### src/rtl/hpdmc_pkg.sv
// rtl/hpdmc_pkg.sv - shared state encoding and width helpers for the HPDMC DDR write path
package hpdmc_pkg;

  localparam int HPDMC_BYTE_W = 8;
  localparam int HPDMC_CNT_W  = 3;

  typedef enum logic [2:0] {
    ST_IDLE = 3'd0,
    ST_WAIT = 3'd1,
    ST_PRE  = 3'd2,
    ST_DATA = 3'd3,
    ST_POST = 3'd4
  } wr_state_e;

  // One mask bit per data byte on the DQ bus
  function automatic int dm_width(input int dq_width);
    return dq_width / HPDMC_BYTE_W;
  endfunction

endpackage

### src/rtl/hpdmc_ddr_wrpath.sv
// rtl/hpdmc_ddr_wrpath.sv - DDR write burst sequencer producing ODDR-side DQ/DM/DQS values
module hpdmc_ddr_wrpath
  import hpdmc_pkg::*;
#(
  parameter  int DQ_WIDTH    = 16,
  parameter  int BURST_BEATS = 4,
  parameter  int WR_LATENCY  = 1,
  localparam int DM_W        = dm_width(DQ_WIDTH)
) (
  input  logic                  sys_clk,
  input  logic                  sys_rst_n,
  input  logic                  wr_start,
  output logic                  wr_busy,
  input  logic [2*DQ_WIDTH-1:0] wdata,
  input  logic [2*DM_W-1:0]     wmask,
  input  logic                  wdata_valid,
  output logic                  wdata_ready,
  output logic [DQ_WIDTH-1:0]   dq_d0,
  output logic [DQ_WIDTH-1:0]   dq_d1,
  output logic [DM_W-1:0]       dm_d0,
  output logic [DM_W-1:0]       dm_d1,
  output logic                  dq_oe,
  output logic                  dqs_d0,
  output logic                  dqs_d1,
  output logic                  dqs_oe,
  output logic                  underrun,
  input  logic                  underrun_clr
);

  localparam logic [HPDMC_CNT_W-1:0] WAIT_LOAD = HPDMC_CNT_W'(WR_LATENCY > 0 ? WR_LATENCY - 1 : 0);
  localparam logic [HPDMC_CNT_W-1:0] PAIR_LOAD = HPDMC_CNT_W'(BURST_BEATS / 2 - 1);
  localparam logic [HPDMC_CNT_W-1:0] CNT_ONE   = HPDMC_CNT_W'(1);

  wr_state_e               state_q;
  logic [HPDMC_CNT_W-1:0]  cnt_q;
  logic [DQ_WIDTH-1:0]     dq_d0_q;
  logic [DQ_WIDTH-1:0]     dq_d1_q;
  logic [DM_W-1:0]         dm_d0_q;
  logic [DM_W-1:0]         dm_d1_q;
  logic                    dq_oe_q;
  logic                    dqs_d0_q;
  logic                    dqs_d1_q;
  logic                    dqs_oe_q;
  logic                    underrun_q;

  // Burst FSM with registered pad outputs: outputs in cycle n+1 reflect state/inputs of cycle n
  always_ff @(posedge sys_clk or negedge sys_rst_n) begin
    if (!sys_rst_n) begin
      state_q    <= ST_IDLE;
      cnt_q      <= '0;
      dq_d0_q    <= '0;
      dq_d1_q    <= '0;
      dm_d0_q    <= '1;
      dm_d1_q    <= '1;
      dq_oe_q    <= 1'b0;
      dqs_d0_q   <= 1'b0;
      dqs_d1_q   <= 1'b0;
      dqs_oe_q   <= 1'b0;
      underrun_q <= 1'b0;
    end else begin
      dq_oe_q  <= (state_q == ST_DATA);
      dqs_oe_q <= (state_q == ST_PRE) || (state_q == ST_DATA) || (state_q == ST_POST);
      dqs_d0_q <= (state_q == ST_DATA);
      dqs_d1_q <= 1'b0;
      dm_d0_q  <= '1;
      dm_d1_q  <= '1;
      // Clear first so a same-cycle underrun below overrides it
      if (underrun_clr) underrun_q <= 1'b0;

      case (state_q)
        ST_IDLE: begin
          if (wr_start) begin
            if (WR_LATENCY > 0) begin
              state_q <= ST_WAIT;
              cnt_q   <= WAIT_LOAD;
            end else begin
              state_q <= ST_PRE;
            end
          end
        end
        ST_WAIT: begin
          if (cnt_q == '0) state_q <= ST_PRE;
          else             cnt_q   <= cnt_q - CNT_ONE;
        end
        ST_PRE: begin
          state_q <= ST_DATA;
          cnt_q   <= PAIR_LOAD;
        end
        ST_DATA: begin
          if (wdata_valid) begin
            dq_d0_q <= wdata[2*DQ_WIDTH-1:DQ_WIDTH];
            dq_d1_q <= wdata[DQ_WIDTH-1:0];
            dm_d0_q <= wmask[2*DM_W-1:DM_W];
            dm_d1_q <= wmask[DM_W-1:0];
          end else begin
            // Missing beat pair: data repeats, bytes stay masked, burst still runs to length
            underrun_q <= 1'b1;
          end
          if (cnt_q == '0) state_q <= ST_POST;
          else             cnt_q   <= cnt_q - CNT_ONE;
        end
        ST_POST: state_q <= ST_IDLE;
        default: state_q <= ST_IDLE;
      endcase
    end
  end

  assign wr_busy     = (state_q != ST_IDLE);
  assign wdata_ready = (state_q == ST_DATA);
  assign dq_d0       = dq_d0_q;
  assign dq_d1       = dq_d1_q;
  assign dm_d0       = dm_d0_q;
  assign dm_d1       = dm_d1_q;
  assign dq_oe       = dq_oe_q;
  assign dqs_d0      = dqs_d0_q;
  assign dqs_d1      = dqs_d1_q;
  assign dqs_oe      = dqs_oe_q;
  assign underrun    = underrun_q;

endmodule
### config.mk
export PLATFORM = sky130hd
export DESIGN_NAME = hpdmc_ddr_wrpath
export DESIGN_NICKNAME = d
export VERILOG_FILES = /design/src/rtl/hpdmc_pkg.sv /design/src/rtl/hpdmc_ddr_wrpath.sv
export SDC_FILE = /design/constraint.sdc
export NUM_CORES = 1
export LEC_CHECK = 0
export BUFFER_PORTS_ARGS = -buffer_cell sky130_fd_sc_hd__buf_2
export CAP_MARGIN = 30
export CELL_PAD_IN_SITES_DETAIL_PLACEMENT = 0
export CELL_PAD_IN_SITES_GLOBAL_PLACEMENT = 1
export CORE_ASPECT_RATIO = 0.7
export CORE_MARGIN = 3
export CORE_UTILIZATION = 33
export DETAILED_ROUTE_END_ITERATION = 16
export GPL_TIMING_DRIVEN = 0
export PLACE_DENSITY = 0.76
export SETUP_SLACK_MARGIN = 0.05
export SLEW_MARGIN = 20
export SYNTH_ARGS = -nofsm -noshare
export SYNTH_HDL_FRONTEND = slang
export SYNTH_SLANG_ARGS = --single-unit
### constraint.sdc
create_clock -name sys_clk -period 1.3 [get_ports sys_clk]
set_input_delay 0.065 -clock sys_clk [delete_from_list [all_inputs] [get_ports sys_clk]]
set_output_delay 0.065 -clock sys_clk [all_outputs]
set_load 0.005 [all_outputs]
==> metrics.md <==
| Metric | Value |
|---|---|
| Final period demand of the worst path | 1.42 ns |
| Clock skew | 0.00494 ns |
| Post-Route WL | 4.52 mm |
| Crit Path Category | flop to flop |
| Global-route congestion overflow total | 0 |
| Vias in the first global route | 1491 |
| Clock Tree Buf Depth | 2 |
| Clk_lat worst skew | 0.29 ns |
| Crit-path cells | buf_6, nand4b_4, buf_12, clkbuf_16, mux2_4 |
| Synth Area in Compound Gates | 2.67% |
| Cells after Synth | 116 |
| Clock root cell | clkbuf_8 |
| Clk pin slew, worst setup/hold paths | 0.08 ns |
| Fillers | 444 |
| CP Launch Type | flop |
| RSZ-0062 raised after global routing | yes |
| Num Clock Sinks | 45 |
| Port Buf Inserts | 82 |
| Die height | 69.1 um |
| Reg2reg path depth | 5 |
| Failing checks | setup timing |
| Drt drc | 0 |
| Max-cap violations | 0 |
| Post-DP HPWL | 2.70 mm |
| Post-synthesis cell area | 1870 sq um |
| Worst Setup End Kind | flop |
| Fin. max-slew vios | 0 |
| Synth Net Count | 159 |
| Fin. Hold Viols | 0 |
| Final RePlAce weighted congestion | 0.698 |
| Period utilisation layout | 109% |
| Worst-path fanout max | 8 |
| Post-Synth Adder-Cell Area | 1.34% |
| Largest net degree at the start of global routing | 29 |
| Final core utilization | 58.6% |
| WL/cell | 13.6 um |
| Post-synthesis sequential area ratio | 60.3% |
| WHS Path Cells | 2 |
| Fmax | 706 MHz |
| Area of the multi-input gates | 716 sq um |
| Share of layout cells above drive strength 1 | 63.6% |
| Static Leak | 1.64 nW |
| Nets@finish | 303 |
| Core area | 5370 sq um |
| Yosys warns | 0 |
| Status | complete, but fails checks |
| Final setup margin | -0.116 ns |
| # IOs | 84 |
| Max IR drop VDD | 0.000876 V |
| Die ar. | 6630 sq um |
| Global Route Usage Sum | 13.8% |
| H-tree Lvls | 2 |
| Largest family of logic cells by synthesized area | multiplexers |
| Num CTS Buffers | 5 |
| Worst hold path class | primary input to flop |
| Max incr delay on CP | 0.39 ns |
| Synth Area in Simple Gates | 5.34% |
| Final Setup Violations | 34 |
| Pre-antenna DRT Iters | 4 |
| Inst Count DP | 271 |
| Synth unique cells | 25 |
| PD cells | 2180 nW/um^2 |
| Initial Util | 34.9% |
| Register area | 1130 sq um |
| Routed vias | 1411 |
| Arrival time worst endpoint | 1.59 ns |
| Synth Area per Inst | 16.2 sq um |
| Fin cells | 333 |
| First-pass GRT wire length | 7.00 mm |
| Routed vias/inst | 4.24 |
| Post-synthesis mux area share | 25.0% |
| Iter 0 DRT Violations | 11 |
| Diode count | 0 |
| Flops & latches, synth | 45 |
| # rows | 22 |
| CTS tree | built |
| Slowest CP cell | dfrtp_1 |
| Worst Path Required | 1.48 ns |
| Area grow syn2layout | 67.8% |
| Die Width | 96.1 um |
| Initial antenna violation count | 0 |
| Synth Area in XOR/XNOR | 0.467% |
| DRT antenna net count | 0 |
[area by class of cell]
| cell class | instances | area share (%) |
|---|---|---|
| timing repair buffer | 137 | 31.2 |
| tap | 72 | 2.87 |
| sequential | 45 | 36.0 |
| clock buffer | 5 | 2.19 |
| clock inverter | 3 | 1.47 |
| buffer | 7 | 2.83 |
| inverter | 6 | 0.716 |
| multi-input combinational | 58 | 22.8 |
[per-layer routing]
metal	global-route usage, %	part of all wire [%]	up-vias
li1	-	-	684
met1	17.6	43	670
met2	22.1	49	55
met3	4.91	7.4	2
met4	3.31	0.31	0
met5	0	0	-
[cells in the mapped netlist (all sizes together)]
master	n	area share, %
mux2i	1	0.53
and3	1	0.33
nor4b	2	0.93
conb	1	0.20
ha	2	1.3
dfrtp	41	55
or3	1	0.33
o31ai	1	0.40
o22ai	1	0.33
mux2	32	24
nand4b	1	1.3
dfstp	4	5.6
inv	6	1.2
nor2	2	0.40
xor2	1	0.47
nand2	2	0.40
nor2b	1	0.33
or2	4	1.3
buf	7	3.5
a21oi	1	0.27
a21o	3	1.2
a211o	1	0.47
[state kept, by name, indices dropped and copies added, names as in the netlist, 2 cells and up]
signal,count
dq_d0,16
dm_d1,2
dm_d0,2
state_q,3
cnt_q,3
dq_d1,16
[path summary, 6_finish.rpt]
kind / slack [ns] / start / to
hold / removal: 0.01 / wdata[3] / dq_d1[3]
setup / recovery: -0.12 / state_q[2] / dq_d1[10]
setup reg to reg: -0.12 / state_q[2] / dq_d1[10]
hold reg to reg: 0.48 / cnt_q[2] / cnt_q[2]
min in group asynchronous: 0.23 / sys_rst_n / dq_d1[0]
max in group asynchronous: 0.51 / sys_rst_n / dm_d0[1]
[power by group]
group	total [W]	leakage (nW)	internal, W	switching [W]
clock network	0.00105	0.0543	0.000575	0.000478
registers	0.00245	0.531	0.00208	0.000363
logic	0.00336	1.05	0.00218	0.00118
total	0.00686	1.64	0.00484	0.00202
[cells by family after synthesis]
| kind of cell | Yosys count |
|---|---|
| AO/OA/AOI/OAI | 7 |
| XOR/XNOR | 1 |
| adder cells (fa/ha/maj) | 2 |
| buffers and inverters | 13 |
| flip-flops | 45 |
| multiplexers | 33 |
| other | 1 |
| AND/OR/NAND/NOR | 14 |
[placed cells by master (no fill, tap or decap), types with 5 or more instances in the layout]
cell / instances
buf_2: 81
dfrtp_1: 40
dlygate4sd3_1: 36
mux2_4: 26
buf_4: 17
mux2_2: 6
clkbuf_8: 5
[worst max-delay path, delay by kind of cell (launching register included)]
kind	cells	cell delay, ns
flops	1	0.39
buf+inv	3	0.45
simple gates	1	0.17
mux	1	0.29
[metrics by stage]
| stage | total power (W) | setup WS (ns) | hold WS, ns | cell area [sq um] | setup TNS [ns] |
|---|---|---|---|---|---|
| after global placement | 0.00498 | -0.170 | 0.254 | 2390 | -4.63 |
| final | 0.00686 | -0.116 | 0.00988 | 3140 | -2.99 |
| after floorplan | 0.00409 | -0.0303 | -0.231 | 1890 | -0.774 |
| after detailed placement | 0.00505 | -0.198 | 0.0287 | 2410 | -5.43 |
| after CTS | 0.00656 | -0.0979 | 0.000425 | 3010 | -2.52 |
| after global routing | 0.00734 | -0.148 | 0.00187 | 3140 | -4.18 |
[timing repair]
| item | 4_1_cts | 5_1_grt |
|---|---|---|
| endpoints found under the hold margin | 51 | 0 |
| hold buffers | 36 | 0 |
| cloned | 0 | 2 |
| setup endpoints to repair | 42 | 42 |
| buffers inserted | 13 | 3 |
| gates resized for setup | 10 | 9 |
| pin swaps | 2 | 2 |
Note: power is estimated with default switching activity, not from simulation.
